--- src/rtl/cpu_pkg.sv ---
// rtl/cpu_pkg.sv - shared opcode, ALU, state and fault encodings for the 16-bit CPU control path
package cpu_pkg;

    typedef enum logic [3:0] {
        OP_ADD  = 4'd0,
        OP_SUB  = 4'd1,
        OP_AND  = 4'd2,
        OP_OR   = 4'd3,
        OP_XOR  = 4'd4,
        OP_LD   = 4'd5,
        OP_ST   = 4'd6,
        OP_BEQZ = 4'd7,
        OP_JMP  = 4'd8,
        OP_HALT = 4'd15
    } opcode_e;

    typedef enum logic [2:0] {
        ALU_ADD    = 3'd0,
        ALU_SUB    = 3'd1,
        ALU_AND    = 3'd2,
        ALU_OR     = 3'd3,
        ALU_XOR    = 3'd4,
        ALU_PASS_A = 3'd5
    } alu_op_e;

    typedef enum logic [1:0] {
        FAULT_NONE    = 2'b00,
        FAULT_ILLEGAL = 2'b01,
        FAULT_BUS     = 2'b10
    } fault_e;

    typedef logic [2:0] seq_state_e;
    localparam seq_state_e ST_IDLE   = 3'd0;
    localparam seq_state_e ST_FETCH  = 3'd1;
    localparam seq_state_e ST_DECODE = 3'd2;
    localparam seq_state_e ST_EXEC   = 3'd3;
    localparam seq_state_e ST_MEM    = 3'd4;
    localparam seq_state_e ST_WB     = 3'd5;
    localparam seq_state_e ST_HALT   = 3'd6;

    localparam int IR_OP_MSB   = 15;
    localparam int IR_OP_LSB   = 12;
    localparam int IR_RD_MSB   = 11;
    localparam int IR_RD_LSB   = 9;
    localparam int IR_RS_MSB   = 8;
    localparam int IR_RS_LSB   = 6;
    localparam int IR_IMM_MODE = 5;
    localparam int IR_IMM_MSB  = 4;
    localparam int IR_IMM_LSB  = 0;

    typedef struct packed {
        logic    is_alu;
        logic    is_ld;
        logic    is_st;
        logic    is_br;
        logic    is_jmp;
        logic    is_halt;
        logic    illegal;
        alu_op_e alu_op;
    } dec_t;

endpackage

--- src/rtl/instr_decoder.sv ---
// rtl/instr_decoder.sv - combinational opcode classifier feeding the sequencer
module instr_decoder
    import cpu_pkg::*;
(
    input  logic [3:0] opcode,
    output dec_t       dec
);

    always_comb begin
        dec        = '0;
        dec.alu_op = ALU_ADD;
        case (opcode)
            OP_ADD, OP_SUB, OP_AND, OP_OR, OP_XOR: begin
                dec.is_alu = 1'b1;
                dec.alu_op = alu_op_e'(opcode[2:0]);
            end
            OP_LD:   dec.is_ld   = 1'b1;
            OP_ST:   dec.is_st   = 1'b1;
            OP_BEQZ: begin
                dec.is_br  = 1'b1;
                dec.alu_op = ALU_PASS_A;
            end
            OP_JMP:  dec.is_jmp  = 1'b1;
            OP_HALT: dec.is_halt = 1'b1;
            default: dec.illegal = 1'b1;
        endcase
    end

endmodule

--- src/rtl/instr_sequencer.sv ---
// rtl/instr_sequencer.sv - multi-cycle fetch/decode/execute/memory/writeback control FSM
module instr_sequencer
    import cpu_pkg::*;
#(
    parameter int WAIT_LIMIT = 255,
    parameter int WAIT_W     = 8
) (
    input  logic        clk,
    input  logic        rst,
    input  logic        run,
    input  logic [15:0] ir,
    input  logic        zero,
    input  logic        mem_ready,
    output logic        mem_req,
    output logic        mem_we,
    output logic        addr_sel,
    output logic        ir_load,
    output logic        pc_inc,
    output logic        pc_load,
    output logic [2:0]  alu_op,
    output logic        alu_src_imm,
    output logic        reg_we,
    output logic        wb_sel,
    output logic        halted,
    output logic [1:0]  fault
);

    localparam logic [WAIT_W-1:0] WAIT_MAX = WAIT_W'(WAIT_LIMIT);

    seq_state_e        state_q, state_d;
    logic [WAIT_W-1:0] wait_q, wait_d, wait_inc;
    logic [1:0]        fault_q, fault_d;
    dec_t              dec;
    logic              unused_ir_bits;

    instr_decoder u_decoder (
        .opcode (ir[IR_OP_MSB:IR_OP_LSB]),
        .dec    (dec)
    );

    // Register/immediate fields are consumed by the datapath, not here.
    assign unused_ir_bits = ^{ir[IR_RD_MSB:IR_RS_LSB], ir[IR_IMM_MSB:IR_IMM_LSB]};
    assign wait_inc       = wait_q + WAIT_W'(1);

    always_comb begin
        state_d = state_q;
        wait_d  = wait_q;
        fault_d = fault_q;
        case (state_q)
            ST_IDLE:   if (run) state_d = ST_FETCH;
            ST_FETCH, ST_MEM: begin
                if (mem_ready) begin
                    wait_d = '0;
                    if (state_q == ST_FETCH)  state_d = ST_DECODE;
                    else if (dec.is_ld)       state_d = ST_WB;
                    else                      state_d = ST_FETCH;
                end else begin
                    wait_d = wait_inc;
                    if (wait_inc == WAIT_MAX) begin
                        fault_d = FAULT_BUS;
                        state_d = ST_HALT;
                    end
                end
            end
            ST_DECODE: begin
                if (dec.illegal) begin
                    fault_d = FAULT_ILLEGAL;
                    state_d = ST_HALT;
                end else if (dec.is_halt) begin
                    state_d = ST_HALT;
                end else begin
                    state_d = ST_EXEC;
                end
            end
            ST_EXEC: begin
                if (dec.is_ld || dec.is_st) state_d = ST_MEM;
                else if (dec.is_alu)        state_d = ST_WB;
                else                        state_d = ST_FETCH;
            end
            ST_WB:     state_d = ST_FETCH;
            ST_HALT:   state_d = ST_HALT;
            default:   state_d = ST_IDLE;
        endcase
        // A fresh memory request always starts its timeout window from zero.
        if (state_d != state_q && (state_d == ST_FETCH || state_d == ST_MEM)) begin
            wait_d = '0;
        end
    end

    always_ff @(posedge clk) begin
        if (rst) begin
            state_q <= ST_IDLE;
            wait_q  <= '0;
            fault_q <= FAULT_NONE;
        end else begin
            state_q <= state_d;
            wait_q  <= wait_d;
            fault_q <= fault_d;
        end
    end

    always_comb begin
        mem_req     = 1'b0;
        mem_we      = 1'b0;
        addr_sel    = 1'b0;
        ir_load     = 1'b0;
        pc_inc      = 1'b0;
        pc_load     = 1'b0;
        alu_op      = ALU_ADD;
        alu_src_imm = 1'b0;
        reg_we      = 1'b0;
        wb_sel      = 1'b0;
        case (state_q)
            ST_FETCH: begin
                mem_req = 1'b1;
                ir_load = mem_ready;
                pc_inc  = mem_ready;
            end
            ST_EXEC: begin
                if (dec.is_alu) begin
                    alu_op      = dec.alu_op;
                    alu_src_imm = ir[IR_IMM_MODE];
                end else if (dec.is_ld || dec.is_st) begin
                    alu_src_imm = 1'b1;
                end else if (dec.is_br) begin
                    alu_op  = ALU_PASS_A;
                    pc_load = zero;
                end else if (dec.is_jmp) begin
                    pc_load = 1'b1;
                end
            end
            ST_MEM: begin
                mem_req     = 1'b1;
                addr_sel    = 1'b1;
                alu_src_imm = 1'b1;
                mem_we      = dec.is_st;
            end
            ST_WB: begin
                reg_we = 1'b1;
                wb_sel = dec.is_ld;
                if (dec.is_alu) begin
                    alu_op      = dec.alu_op;
                    alu_src_imm = ir[IR_IMM_MODE];
                end
            end
            default: ;
        endcase
    end

    assign halted = (state_q == ST_HALT);
    assign fault  = fault_q;

endmodule

--- config.mk ---
export PLATFORM = sky130hd
export DESIGN_NAME = instr_sequencer
export DESIGN_NICKNAME = d
export VERILOG_FILES = /design/src/rtl/cpu_pkg.sv /design/src/rtl/instr_decoder.sv /design/src/rtl/instr_sequencer.sv
export SDC_FILE = /design/constraint.sdc
export NUM_CORES = 1
export LEC_CHECK = 0
export BUFFER_PORTS_ARGS = -buffer_cell sky130_fd_sc_hd__buf_2
export CELL_PAD_IN_SITES_DETAIL_PLACEMENT = 1
export CELL_PAD_IN_SITES_GLOBAL_PLACEMENT = 2
export CORE_ASPECT_RATIO = 0.9
export CORE_MARGIN = 1
export CORE_UTILIZATION = 30
export CTS_CLUSTER_DIAMETER = 50
export DETAILED_ROUTE_END_ITERATION = 16
export GPL_TIMING_DRIVEN = 0
export PLACE_DENSITY = 0.89
export SYNTH_ARGS = -nofsm -noshare
export SYNTH_HDL_FRONTEND = slang
export SYNTH_SLANG_ARGS = --single-unit
export TNS_END_PERCENT = 100
--- constraint.sdc ---
create_clock -name clk -period 6.5 [get_ports clk]
set_clock_uncertainty 0.05 [all_clocks]
set_input_delay 0.65 -clock clk [delete_from_list [all_inputs] [get_ports clk]]
set_output_delay 0.65 -clock clk [all_outputs]
set_load 0.1 [all_outputs]
Yosys cells after proc, flatten, opt, wreduce, memory -nomap -nowiden
Index checks and enable logic that the tools add are counted.
- bits in registers: 13
- latch bits: 0
- bits in writable memories: 0
- bits in read-only memories: 0
- bits of input ports: 21
- output and inout bits: 15
- word-level logic and storage cells: 79
- memories kept: 0
- add/sub/neg operators: 1
- multipliers: 0
- div/mod/pow operators: 0
- $lt $le $gt $ge: 0
- equality and inequality tests: 22
- shifts and indexed selects: 0
- mux-type cells: 42
- bitwise gates (word level): 0
- reduce and logical (&&, ||, !) cells: 11
- operators with widths (kind ; count):
    $mux W3 ; 13
    $mux W1 ; 20
    $pmux W3 S6 ; 1
    $eq A4 B3 Y1 const B ; 4
    $eq A3 B3 Y1 const B ; 4
    $pmux W3 S2 ; 2
    $reduce_or A10 Y1 ; 1
    $add A8 B1 Y8 const B ; 1
    $eq A4 B2 Y1 const B ; 2
    $eq A4 B4 Y1 const B ; 2
    $eq A8 B8 Y1 const B ; 1
    $mux W8 ; 1
    $eq A3 B1 Y1 const B ; 2
    $eq A3 B2 Y1 const B ; 2
    $mux W2 ; 3
    $reduce_or A5 Y1 ; 1
    $eq A4 B1 Y1 const B ; 1
    $logic_not A4 Y1 ; 1
    $ne A2 B2 Y1 const B ; 2
    $pmux W2 S2 ; 1
    $reduce_and A4 Y1 ; 1
    $reduce_or A2 Y1 ; 2
    $logic_not A3 Y1 ; 1
    $ne A3 B3 Y1 ; 1
    5 further kinds ; 6

Depth between registers and ports, before layout
- depth in word-level cells: 10
- mapped depth: 9
- depth with buffers taken out: 8

Cells and area by module
A second synthesis with hierarchy kept.
- cells, all modules: 153
- area, all modules: 1107.3 um^2
- by module, submodules not included (module ; times used ; cells each ; area each (um^2) ; seq. area each (um^2)):
    instr_sequencer ; 1 ; 137 ; 1006.0 ; 260.2
    instr_decoder ; 1 ; 16 ; 101.3 ; 0.0

Worst setup path after synthesis
OpenSTA, ideal clock, no wires.
- path type: in2out
- start: in ir[13]
- end: out alu_src_imm
- arrival time: 3.632 ns
- required time: 5.800 ns
- path slack: 2.168 ns
- stages on the path: 5
- buffers on the path: 1
- cell sequence: buf_2 > or2_2 > a21oi_1 > nor2_1 > o32ai_1
- word-level cells in the longest chain between the ends: 6
- elaborated cells between the ends (all ways): 16
- classes of those cells: eq/ne: 6; mux: 7; reduce/logical: 3
- ends and longest elaborated chain (element ; line ; text):
    from (decl) ; instr_sequencer.sv:11 ; input logic [15:0] ir,
    $eq A4 B3 Y1 ; instr_decoder.sv:12 ; case (opcode)
    $mux W1 ; instr_decoder.sv:12 ;
    $logic_or A1 B1 Y1 ; instr_sequencer.sv:123 ; end else if (dec.is_ld || dec.is_st) begin
    $mux W1 ; instr_sequencer.sv:123 ;
    $mux W1 ; instr_sequencer.sv:120 ; if (dec.is_alu) begin
    $pmux W1 S3 * ; instr_sequencer.sv:113 ; case (state_q)
    to (decl) ; instr_sequencer.sv:21 ; output logic alu_src_imm,
Mark *: on every way between the ends. The rest lies on a longest branch, timed or not.

Final worst setup path
Same ends and word-level chain as after synthesis.

==> results by group <==
Clocking
  • H-tree depth: 1
  • PostCTS Resize Cnt: 0
  • CTS root buf: clkbuf_8
  • Clock sink count: 13
  • Clock-pin slew on the worst setup and hold paths: ~0.06 ns
  • Max clock buf depth: 2
  • CTS tree: done
  • Clk Latency, worst-skew pair: between 0.2 and 0.3 ns
  • Post-CTS Setup Inserts: 0
  • Number of CTS-inserted buffers: 3
  • CTS Hold Bufs: 0

Floorplan
  • Starting Density: about a third
  • Row count: 21
  • Width of the die: just under 70 um
  • DIE HEIGHT: between 60 and 70 um
  • Die ar.: 4330 um^2
  • Core box area: ~3800 um^2
  • Num ports: 36

Synth
  • Post-Synth XOR/XNOR Area: 0.717%
  • Post-synthesis simple-gate area fraction: 31.9%
  • Post-synth cell types: between 40 and 50
  • #FFs+latches synth: 13
  • Post-synth top area share: 21.3%
  • Main combinational cell family by area after synthesis: simple AND/OR/NAND/NOR gates
  • Async S/R FF share, synth: 0%
  • Post-Syn Area per Cell: ~7.5 um^2
  • Dominant cell type by area after synthesis: dfxtp_1
  • Mux cell area share after synthesis: roughly 2.8%
  • Post-synthesis adder-cell area fraction: under 10%
  • Largest cells by area after synthesis: dfxtp_1 (21%), a21oi_1 (6.1%), nor2_1 (4.9%)
  • Cell Area, Synth: approximately 1200 um^2
  • Syn Nets: 185
  • Synth Area in Compound Gates: between 30% and 40%
  • Post-synth EDFFs: 0
  • Ys flop type: dfxtp_1
  • Seq/Total Area, Yosys: a little over a fifth
  • Yosys warns: 0
  • Gate Count Post-Synth: 162

STA
  • Min cycle time layout: ~2.8 ns
  • Fmax: about 350 MHz
  • Setup Viol. Count Final: 0
  • Measured slew at the worst slew-check pin: ~0.5 ns
  • Final-report max-slew violation count: 0
  • Endpoints failing hold: 0
  • Unrepaired setup endpoints after global routing: no
  • Slew Limit Headroom: about two thirds
  • Worst setup margin: 3.68 ns
  • Setup TNS Final: 0 ns
  • Final period utilization: 43.4%

Layout
  • Filler cells: around 470
  • Layout cells sized above 1: approximately 25%
  • Most frequent cells in the layout: buf_2 (25), nor2_1 (16), a21oi_1 (15)
  • Commonest non-fill, non-tap cell in the layout: buf_2
  • Ant diodes: 0
  • Final nets: ~210
  • Syn-to-layout area delta: 17.4%
  • Finished Layout Cells: roughly 230

Critical path
  • CP Launch Type: input pin
  • Setup CP Type: input pin to output pin
  • Cell mode on critical path: buf_2
  • Crit-path max cell delay: between 0.4 and 0.5 ns
  • CP max FO: 10
  • CP bufs+invs: 2
  • Crit path cell chain: buf_2 > or2_2 > a21oi_1 > nor2_1 > o32ai_1 > buf_2
  • Family with the most delay on the worst path: buffers and inverters
  • Critical Path End Type: output pin
  • Slowest-stage cell, CP: buf_2
  • Required @ worst endpoint: approximately 5.8 ns
  • Crit path DAT: approximately 2.1 ns

Routing
  • 1st-iter DRT viols: between 60 and 70
  • Drt drc: 0
  • Final antenna-violating net count: 0
  • Routed WL per cell: 15.5 um
  • Vias: between 1000 and 1500
  • Post-Route WL: 3630 um
  • Via density: ~5.7
  • TritonRoute pass-1 iters: 4

Place
  • GP Congestion: approximately 0.85
  • Setup Slack @ Placement: 3.69 ns
  • Dpl cells: 230
  • Port buffer count: 22
  • Detailed placement HPWL: 2780 um

Global routing
  • Largest net degree at the start of global routing: 11
  • Vias in the first global route: between 1000 and 1500
  • Global router's overall resource usage: around 18%
  • Remaining Overflow, GRT: 0
  • Antenna violations before repair: 0
  • First-pass GRT wire length: approximately 6300 um

Run
  • Max_cap viols: 0

Power
  • Pleak: around 0.57 nW
  • Ratio of total power to cell area: roughly 170 nW/um^2
  • Maximum vdd ir drop: 55.3 uV

Worst hold path
  • Hold Crit Class: flop to flop

Status
  • Outcome: finished, final reports clean
## area by class of cell
class                           count  area, um^2  share of cell area [%]
Multi-Input combinational cell    130         843                    58.8
Sequential cell                    13         260                    18.2
Timing Repair Buffer               22         110                    7.68
Buffer                             12        91.3                    6.37
Tap cell                           46        57.6                    4.01
Clock buffer                        4        45.0                    3.14
Inverter                            7        26.3                    1.83
## cells by family after synthesis
group                      after synthesis
adders and majority gates                2
buffers and inverters                   19
xor gates and xnor gates                 1
and+or+nand+nor                         71
DFF                                     13
muxes                                    2
AOI/OAI and AO/OA                       54
## tightest hold or removal path: cells and delay by family (launching register included)
family	cells	cell delay, ns
flip-flops	1	0.31
AND/OR/NAND/NOR	1	0.06
AO/OA/AOI/OAI	1	0.06
## Yosys cell counts (all sizes together), types with 4 or more instances
master	count
and3	4
inv	7
nand3	4
nor2	17
nor3	5
nand2	13
dfxtp	13
o21ai	10
a211oi	7
nor2b	5
nor4	4
buf	10
nand2b	4
a21oi	15
## worst paths after layout
check                               from  slack (ns)  cells after the start                     end
setup reg to reg  wait_q[0]$_SDFFE_PP0P_        3.89                      7  wait_q[0]$_SDFFE_PP0P_
setup / recovery                  ir[13]        3.68                      6             alu_src_imm
hold / removal     fault[1]$_SDFFE_PP0P_        0.42                      2   fault[1]$_SDFFE_PP0P_
hold reg to reg    fault[1]$_SDFFE_PP0P_        0.42                      2   fault[1]$_SDFFE_PP0P_
## power by group
part | switching [W] | total [W] | internal (W)
clock network | 0.0000325 | 0.0000759 | 0.0000434
logic | 0.0000634 | 0.0000890 | 0.0000256
registers | 0.00000193 | 0.0000838 | 0.0000819
## layer usage
metal	share of wire, %	global-route usage [%]
met5	0	0
met4	0.74	4.08
met3	3.8	3.55
met2	45	28.8
met1	50	24.0
## through the flow
stage	utilization, %	hold slack (ns)	total power (W)	cell area [um^2]
floorplan	-	0.452	0.000154	1220
global placement	36.5	0.415	0.000172	1390
detailed placement	36.5	0.418	0.000174	1390
CTS	37.6	0.429	0.000250	1430
global route	37.6	0.452	0.000261	1430
finish	37.6	0.424	0.000249	1430
## registers in the layout, summed over array words and instances (netlist names)
name / flops
wait_q: 8
fault: 2
state_q: 3
Note: power is estimated with default switching activity, not from simulation.
